<file path="src/rtl/sqrt_seq.sv">
// rtl/sqrt_seq.sv - operand sequencer and result collector around the iterative sqrt core
//
// Accepts operands on a valid/ready input stream, buffers them in a small FIFO,
// launches one core computation at a time over the core's enb/busy handshake and
// returns {operand, root} pairs in issue order on a valid/ready output stream.
// A watchdog aborts an operation whose core never drops busy and raises a sticky
// error flag.
//
// Ports:
//   clk_i          clock, rising edge
//   rst_ni         asynchronous active-low reset
//   in_valid_i     operand valid
//   in_data_i      operand
//   in_ready_o     FIFO can accept (occupancy below DEPTH)
//   out_valid_o    result pair valid
//   out_ready_i    consumer accepts result
//   out_operand_o  operand that produced the result
//   out_root_o     core result, floor(sqrt(operand))
//   sq_enb_o       launch strobe to core enb_i
//   sq_dt_o        operand to core dt_i
//   sq_busy_i      core busy_o
//   sq_dt_i        core dt_o
//   count_o        FIFO occupancy
//   err_o          sticky watchdog error

module sqrt_seq #(
    parameter int DW          = 8,
    parameter int DEPTH       = 4,
    parameter int TIMEOUT_CYC = 64
) (
    input  logic                       clk_i,
    input  logic                       rst_ni,
    input  logic                       in_valid_i,
    input  logic [DW-1:0]              in_data_i,
    output logic                       in_ready_o,
    output logic                       out_valid_o,
    input  logic                       out_ready_i,
    output logic [DW-1:0]              out_operand_o,
    output logic [DW-1:0]              out_root_o,
    output logic                       sq_enb_o,
    output logic [DW-1:0]              sq_dt_o,
    input  logic                       sq_busy_i,
    input  logic [DW-1:0]              sq_dt_i,
    output logic [$clog2(DEPTH):0]     count_o,
    output logic                       err_o
);

    localparam int AW  = $clog2(DEPTH);
    localparam int CW  = AW + 1;
    localparam int WDW = (TIMEOUT_CYC > 2) ? $clog2(TIMEOUT_CYC) : 1;

    localparam logic [CW-1:0]  FULL_CNT  = CW'(DEPTH);
    localparam logic [WDW-1:0] WD_LIMIT  = WDW'(TIMEOUT_CYC - 1);

    typedef enum logic [1:0] {
        S_IDLE  = 2'd0,
        S_ISSUE = 2'd1,
        S_WAIT  = 2'd2,
        S_HOLD  = 2'd3
    } state_t;

    state_t         state;

    logic [DW-1:0]  mem [DEPTH];
    logic [AW-1:0]  wr_ptr;
    logic [AW-1:0]  rd_ptr;
    logic [CW-1:0]  count_q;

    logic [WDW-1:0] wd_q;

    logic           sq_enb_q;
    logic [DW-1:0]  sq_dt_q;
    logic           out_valid_q;
    logic [DW-1:0]  out_operand_q;
    logic [DW-1:0]  out_root_q;
    logic           err_q;

    logic           push;
    logic           pop;

    // Ready depends only on the registered count, so a pop in the same cycle
    // never makes room for that cycle's push.
    assign in_ready_o = (count_q != FULL_CNT);
    assign push       = in_valid_i && in_ready_o;

    // The head is taken only when the core is idle, so the launch in ISSUE is
    // guaranteed to be seen by the core.
    assign pop        = (state == S_IDLE) && (count_q != '0) && !sq_busy_i;

    // FIFO storage carries no reset; validity is tracked by count_q.
    always_ff @(posedge clk_i) begin
        if (push) begin
            mem[wr_ptr] <= in_data_i;
        end
    end

    // Pointers wrap naturally because DEPTH is a power of two.
    always_ff @(posedge clk_i or negedge rst_ni) begin
        if (!rst_ni) begin
            wr_ptr  <= '0;
            rd_ptr  <= '0;
            count_q <= '0;
        end else begin
            if (push) begin
                wr_ptr <= wr_ptr + AW'(1);
            end
            if (pop) begin
                rd_ptr <= rd_ptr + AW'(1);
            end
            case ({push, pop})
                2'b10:   count_q <= count_q + CW'(1);
                2'b01:   count_q <= count_q - CW'(1);
                default: count_q <= count_q;
            endcase
        end
    end

    // Sequencer: all core-facing and result outputs are registered here.
    always_ff @(posedge clk_i or negedge rst_ni) begin
        if (!rst_ni) begin
            state         <= S_IDLE;
            wd_q          <= '0;
            sq_enb_q      <= 1'b0;
            sq_dt_q       <= '0;
            out_valid_q   <= 1'b0;
            out_operand_q <= '0;
            out_root_q    <= '0;
            err_q         <= 1'b0;
        end else begin
            case (state)
                S_IDLE: begin
                    if (pop) begin
                        sq_dt_q  <= mem[rd_ptr];
                        sq_enb_q <= 1'b1;
                        state    <= S_ISSUE;
                    end
                end

                // The core latches the operand on this cycle's closing edge;
                // enb is dropped so it cannot relaunch.
                S_ISSUE: begin
                    sq_enb_q <= 1'b0;
                    wd_q     <= '0;
                    state    <= S_WAIT;
                end

                S_WAIT: begin
                    if (!sq_busy_i) begin
                        out_operand_q <= sq_dt_q;
                        out_root_q    <= sq_dt_i;
                        out_valid_q   <= 1'b1;
                        state         <= S_HOLD;
                    end else if (wd_q == WD_LIMIT) begin
                        // Core is stuck: drop this operand and move on.
                        err_q <= 1'b1;
                        state <= S_IDLE;
                    end else begin
                        wd_q <= wd_q + WDW'(1);
                    end
                end

                S_HOLD: begin
                    if (out_ready_i) begin
                        out_valid_q <= 1'b0;
                        state       <= S_IDLE;
                    end
                end

                default: begin
                    state <= S_IDLE;
                end
            endcase
        end
    end

    assign count_o       = count_q;
    assign sq_enb_o      = sq_enb_q;
    assign sq_dt_o       = sq_dt_q;
    assign out_valid_o   = out_valid_q;
    assign out_operand_o = out_operand_q;
    assign out_root_o    = out_root_q;
    assign err_o         = err_q;

endmodule

</file>
<file path="config.mk">
export PLATFORM = sky130hd
export DESIGN_NAME = sqrt_seq
export DESIGN_NICKNAME = d
export VERILOG_FILES = /design/src/rtl/sqrt_seq.sv
export SDC_FILE = /design/constraint.sdc
export NUM_CORES = 1
export LEC_CHECK = 0
export CORE_MARGIN = 2
export CORE_UTILIZATION = 33
export CTS_BUF_LIST = sky130_fd_sc_hd__clkbuf_8
export CTS_CLUSTER_DIAMETER = 120
export DETAILED_ROUTE_END_ITERATION = 12
export MAX_ROUTING_LAYER = met4
export PLACE_DENSITY_LB_ADDON = 0.1
export SYNTH_ARGS = -nofsm -noshare
export SYNTH_HDL_FRONTEND = slang
export SYNTH_SLANG_ARGS = --single-unit
export TNS_END_PERCENT = 5
</file>
<file path="constraint.sdc">
create_clock -name clk_i -period 3.02 [get_ports clk_i]
set_input_delay 0.604 -clock clk_i [delete_from_list [all_inputs] [get_ports clk_i]]
set_output_delay 0.604 -clock clk_i [all_outputs]
set_load 0.02 [all_outputs]
</file>
==> results of run 1 <==
==> how the worst max path moves through the flow <==
stage,start,to,slack [ps],depth (start not counted)
floorplan,sq_busy_i,count_o[2]$_DFFE_PN0P_,700,9
global placement,sq_busy_i,count_o[2]$_DFFE_PN0P_,520,8
detailed placement,sq_busy_i,count_o[2]$_DFFE_PN0P_,490,8
CTS,count_o[0]$_DFFE_PN0P_,in_ready_o,730,3
global route,count_o[0]$_DFFE_PN0P_,in_ready_o,630,3
finish,count_o[0]$_DFFE_PN0P_,in_ready_o,770,3
==> layer usage <==
metal / up-vias / GRT usage (%)
met4: 0 / 4.99
met2: 41 / 19.2
li1: 828 / -
met5: - / -
met3: 8 / 3.04
met1: 866 / 15.8
==> worst max-delay path, stage by stage (launching register included) <==
cell and delay [ps]:
dfrtp_1 410, inv_1 90, nand3_1 170, clkdlybuf4s50_1 630
==> sequential cells by signal, summed over array words and instances, names as in the netlist <==
signal	cells
rd_ptr	2
state	2
wr_ptr	2
err_o	1
sq_enb_o	1
out_root_o	8
wd_q	6
count_o	3
sq_dt_o	8
mem	32
out_operand_o	8
out_valid_o	1
==> cell type report <==
class,instances,area [um^2]
clock inverter,7,101
clock buffer,9,124
fill,892,5260
multi-input combinational,105,1020
timing repair buffer,53,520
tap,111,139
inverter,6,22.5
sequential,74,2010
==> cell families after synthesis <==
kind of cell	Yosys count	share of synthesized area [%]
AOI/OAI and AO/OA	18	3.97
and+or+nand+nor	40	7.75
muxes	34	16.3
adders and majority gates	7	3.05
DFF	74	64.6
buffers and inverters	14	2.65
xor gates and xnor gates	6	1.69
==> synthesized netlist by cell type, types with 2 or more instances <==
cell type,instances,area [um^2]
a21o_1,2,15.0
a21oi_1,3,15.0
a22o_1,3,26.3
a31oi_1,2,12.5
and3_1,7,43.8
buf_2,2,10.0
clkbuf_1,2,7.51
dfrtp_1,42,1050
edfxtp_1,32,961
ha_1,6,75.1
inv_1,6,22.5
mux2_2,15,169
mux2_4,10,150
mux4_2,8,180
nand2_1,7,26.3
nand2b_1,3,18.8
nand3_1,8,40.0
nor2_1,4,15.0
nor2b_4,2,27.5
nor3_1,4,20.0
o21ai_0,3,15.0
xnor2_1,3,26.3
xor2_1,3,26.3
==> layout by cell type, fill, tap and decap left out, drive strengths merged, types with 2 or more instances in the layout <==
master / n
mux4: 8
clkinv: 2
xor2: 3
nand3: 8
clkbuf: 9
o21ai: 3
inv: 7
buf: 3
a31oi: 2
nor2: 4
ha: 6
nand2: 7
dfrtp: 42
and3: 7
a22o: 3
clkinvlp: 2
a21o: 2
nand2b: 3
mux2: 25
nor2b: 3
clkdlybuf4s50: 50
a21oi: 3
edfxtp: 32
bufinv: 2
nor3: 4
xnor2: 3
==> per-stage QoR <==
stage          power, mW  worst slack (ps)  utilization [%]  instance area (um^2)  hold slack, ps
2_1_floorplan       2.67               699                -                  3120             308
3_3_place_gp        3.29               522             40.4                  3720             458
3_5_place_dp        3.30               491             40.4                  3720             460
4_1_cts             4.18               726             42.9                  3940             461
5_1_grt             4.36               634             42.9                  3940             497
6_report            4.10               771             42.9                  3940             412
==> power by group through the flow <==
| stage | combinational [mW] | clock, mW | sequential, mW |
|---|---|---|---|
| finish | 1.54 | 0.856 | 1.70 |
| global route | 1.66 | 0.934 | 1.76 |
| CTS | 1.57 | 0.889 | 1.72 |
| detailed placement | 1.56 | 0 | 1.74 |
| global placement | 1.55 | 0 | 1.74 |
| floorplan | 0.836 | 0 | 1.84 |
==> summary.txt, run 1 <==
Clock network
  • Inserted Clock Buffers: 9
  • CTS tree: built
  • Hold buffers post-CTS: 0
  • Longest Clk Path Bufs: 2
  • CTS resizes: 0
  • Clock root buffer: clkbuf_8
  • Clk sink count: 74
  • Later-pin clock latency in the skew report: around 340 ps
  • Post-CTS setup buffers: 0
  • H-tree Lvls: 3
  • Clock-pin slew on the worst setup and hold paths: around 80 ps

Route
  • Met3 WL: 268 um
  • Pre-antenna DRT Iters: 4
  • Met2 Wirelength: ~2800 um
  • DRC errors left: 0
  • 1st-iter DRT viols: 48
  • Met1 Wirelength: 2630 um
  • Post-detailed-route wirelength per cell: about 16 um
  • Final wirelength: between 5000 and 6000 um
  • Detail Route Antenna Nets: 0
  • Total number of vias: around 1700
  • Via density per instance: around 4.8
  • Max layer used: met4

Placement
  • Routability cong.: between 0.8 and 0.9
  • Buffers on Ports: 51
  • Detail Placement HPWL: around 3900 um
  • Placed Instances: 349

Floorplanning
  • Initial Util: between 30% and 40%
  • Die W: just over 100 um
  • I/O Pins: 52
  • Core area: a little over 0.009 mm^2
  • Die area: a little over 0.01 mm^2
  • FP Rows: 35
  • Chip Height: approximately 100 um

Synth
  • Cell area after synthesis: between 0.003 and 0.004 mm^2
  • Async SR Flop Fraction: between 50% and 60%
  • Yosys warnings: 0
  • Syn Inst Count: around 190
  • Syn Nets: 221
  • Synth cell types: 39
  • Main synth FF type: dfrtp_1
  • Post-synth EDFFs: 32
  • Register area share after synthesis: approximately 65%
  • Syn Area/Cell: about 16 um^2
  • Yosys reg bits: 74

Timing
  • # setup viols final: 0
  • Fin crit share: around three quarters
  • Final Max Slew Viols: 0
  • Clk_skew: 11.5 ps
  • Crit path time final: between 2000 and 2500 ps
  • RSZ-0062 raised after global routing: false
  • Final Hold Viols: 0
  • Max Clk Rate: ~440 MHz
  • Slew @ Worst Pin: about 970 ps
  • Worst slew margin: 35.6%
  • Final setup TNS: 0 ps

GRT
  • Remaining Overflow, GRT: 0
  • First-pass GRT wire length: 9280 um
  • GRT Overall Usage: 12.4%
  • Largest net degree at the start of global routing: 43
  • Antenna violations before repair: 0
  • Vias in the first global route: between 1500 and 2000

Critical path
  • Worst Setup Start Kind: register
  • Worst EP arrival: roughly 1600 ps
  • R2R cell count: 7
  • Req. time, crit path: roughly 2400 ps
  • Critical path type: register to output pin
  • Reg2Reg Launch Point: state[0]$_DFFE_PN0P_
  • RR Endpoint: count_o[2]$_DFFE_PN0P_
  • Worst Path Max Fanout: 6
  • Worst setup EP type: output pin
  • R2R Setup Slk: approximately 880 ps

Cells and area
  • Net count, final: ~280
  • Antenna cells: 0
  • Final instance count without filler cells: 365
  • Share of layout cells above drive strength 1: between 20% and 30%
  • Layout Area Growth over Synthesis: 26.5%

Pwr
  • Clock power frac: a little over a fifth
  • Psw: roughly 1.4 mW
  • Reg power frac: 41.5%
  • Pwr dens: ~1000 mW/mm^2
  • Sw Ratio: between 30% and 40%
  • Comb pwr share: between 30% and 40%
  • Leak: between 1.5 and 2 nW
  • Internal power: ~2.7 mW
  • Peak supply drop: between 0.0002 and 0.0003 V

Job
  • Max-cap violation count: 0

Hold path
  • Worst hold path class: primary input to async pin

Status
  • Status: completed
(Power assumes the default switching activity.)
==> run 2, diff against run 1 <==
- clock period: 3.02 -> 1.8 ns (I/O delays scaled with it)
==> summary.txt, run 2 (synthesis gave the netlist of run 1 again) <==
Route
  • 1st-iter DRT viols: 42 (-13%)
  • Final wirelength: 5660 um (-1.1%)
  • Post-detailed-route wirelength per cell: 14.7 um (-6.5%)
  • Total number of vias: 1820 (+4.4%)
  • Detail Route Antenna Nets: 0 (unchanged)
  • DRC errors left: 0 (unchanged)
  • Via density per instance: 4.72 (-1.3%)
  • Pre-antenna DRT Iters: 4 (unchanged)

Timing
  • Crit path time final: approximately 1800 ps
  • Final Hold Viols: 0 (unchanged)
  • Slew @ Worst Pin: 414 ps (-552 ps)
  • Fin crit share: 99.5%
  • Max Clk Rate: about 560 MHz
  • Clk_skew: 9.02 ps (-2.46 ps)
  • Hold Worst Slack: 490 ps (+77.5 ps)
  • # setup viols final: 0 (unchanged)
  • RSZ-0062 raised after global routing: true
  • Final Max Slew Viols: 0 (unchanged)
  • Worst slew margin: 72.4% (+37 points)
  • Worst setup margin: 9.13 ps (-762 ps)

Pwr
  • Reg power frac: 38.5% (-3.0 points)
  • Peak supply drop: 0.000584 V (+120%)
  • Leak: 1.68 nW (+8.4%)
  • Pwr dens: 1690 mW/mm^2 (+63%)
  • Internal power: 4.76 mW (+74%)
  • Clock power frac: 17.8% (-3.1 points)
  • Sw Ratio: 32.7% (-0.60 points)
  • Comb pwr share: 43.7% (+6.1 points)
  • Psw: 2.31 mW (+69%)

Placement
  • Routability cong.: 0.765 (-4.4%)
  • DP Worst Slack: -478 ps (-969 ps)
  • Buffers on Ports: 51 (unchanged)
  • Cell Area, Placed: 0.00396 mm^2 (+6.5%)
  • Placed Instances: 369 (+5.7%)
  • Detail Placement HPWL: 3900 um (+0.47%)

GRT
  • Vias in the first global route: 1744 (-1.3%)
  • Antenna violations before repair: 0 (unchanged)
  • GRT Overall Usage: 12.5% (+0.085 points)
  • Met1 GRT Util: 16.2% (+0.47 points)
  • Largest net degree at the start of global routing: 43 (unchanged)
  • Remaining Overflow, GRT: 0 (unchanged)
  • Layer with the highest usage: met2
  • Met2 usage: 18.2% (-0.97 points)
  • First-pass GRT wire length: 9290 um (about the same)
  • Met3 Usage GRT: 4.62% (+1.6 points)

Floorplanning
  • Die W: 101 um (unchanged)
  • I/O Pins: 52 (unchanged)
  • Chip Height: 101 um (unchanged)
  • FP Rows: 35 (unchanged)
  • Initial Util: 33.9% (unchanged)
  • Die area: 0.0102 mm^2 (unchanged)
  • Core area: 0.00920 mm^2 (unchanged)

Clock network
  • Inserted Clock Buffers: 9 (unchanged)
  • Clk sink count: 74 (unchanged)
  • Post-CTS setup buffers: 0 (unchanged)
  • Clock root buffer: clkbuf_8
  • CTS tree: built
  • Later-pin clock latency in the skew report: 340 ps (about the same)
  • Clock-pin slew on the worst setup and hold paths: 80 ps (about the same)
  • H-tree Lvls: 3 (unchanged)
  • Longest Clk Path Bufs: 2 (unchanged)

Cells and area
  • Antenna cells: 0 (unchanged)
  • Number of flip-flops in the largest register: 32 (unchanged)
  • Most flop-heavy register: mem
  • Final instance count without filler cells: 386 (+5.8%)
  • Final Util: 45.3% (+2.5 points)
  • Commonest non-fill, non-tap cell in the layout: clkdlybuf4s50_1
  • Most frequent cells in the layout: clkdlybuf4s50_1 (45), dfrtp_1 (40), edfxtp_1 (32)
  • Fin area: 0.00417 mm^2 (+5.8%)
  • Share of layout cells above drive strength 1: 30.5% (+8.5 points)
  • Fill cells: 859 (-3.7%)
  • Layout Area Growth over Synthesis: 33.8%
  • Net count, final: 298 (+7.6%)

Critical path
  • Worst EP arrival: 2050 ps (+410 ps)
  • Worst Setup Start Kind: register
  • Worst Path Max Fanout: 2 (-4)
  • Critical path type: register to register
  • Req. time, crit path: 2050 ps (-370 ps)
  • Worst setup EP type: register

Hold path
  • Worst hold path class: register to register

Job
  • Max-cap violation count: 0 (unchanged)

Status
  • Status: completed
==> run 2: timing repair <==
action,4_1_cts,5_1_grt
endpoints found under the hold margin,36,0
setup endpoints to repair,4,4
resized for setup,6,4
pin swaps,3,0
hold buffers,1,0
==> run 2: power groups by stage <==
stage	Sequential [mW]	Clock (mW)	Combinational [mW]
2_1_floorplan	3.10	0	1.45
3_3_place_gp	2.76	0	3.15
3_5_place_dp	2.77	0	3.14
4_1_cts	2.74	1.30	3.14
5_1_grt	2.80	1.40	3.34
6_report	2.72	1.25	3.09
==> run 2: area by class of cell <==
| type | count | area (um^2) | share of cell area (%) |
|---|---|---|---|
| inverter | 6 | 25.0 | 0.600 |
| clock inverter | 6 | 58.8 | 1.41 |
| timing repair buffer | 74 | 742 | 17.8 |
| multi-input combinational | 105 | 1050 | 25.2 |
| tap | 111 | 139 | 3.33 |
| sequential | 74 | 2010 | 48.3 |
| clock buffer | 10 | 138 | 3.30 |
==> run 2: path summary, 6_finish.rpt <==
path / depth (start not counted) / end / slack (ps) / startpoint
max: 7 / count_o[2]$_DFFE_PN0P_ / 9 / state[1]$_DFFE_PN0P_
min: 1 / err_o$_DFFE_PN0P_ / 490 / err_o$_DFFE_PN0P_
max reg2reg: 7 / count_o[2]$_DFFE_PN0P_ / 9 / state[1]$_DFFE_PN0P_
min reg2reg: 1 / err_o$_DFFE_PN0P_ / 490 / err_o$_DFFE_PN0P_
max in group asynchronous: 3 / count_o[2]$_DFFE_PN0P_ / 1040 / rst_ni
min in group asynchronous: 3 / out_root_o[7]$_DFFE_PN0P_ / 530 / rst_ni
==> run 2: metal layers <==
layer / part of all wire, % / vias up
met2: 47 / 42
met5: 0 / -
li1: - / 866
met4: 0.90 / 0
met1: 47 / 908
met3: 4.5 / 4
==> run 2: critical path: stages, from the launching register on <==
cell and delay (ps):
dfrtp_1 420, nor4_4 340, ha_4 180, inv_2 30, fa_2 320, xor2_1 150
nor2_1 110, xor2_1 150
==> run 2: metrics by stage <==
step,setup TNS (ps),total power [mW]
after global placement,-3560,5.91
after floorplan,-282,4.55
after detailed placement,-2820,5.91
after CTS,-17.5,7.19
final,0,7.06
after global routing,-108,7.54
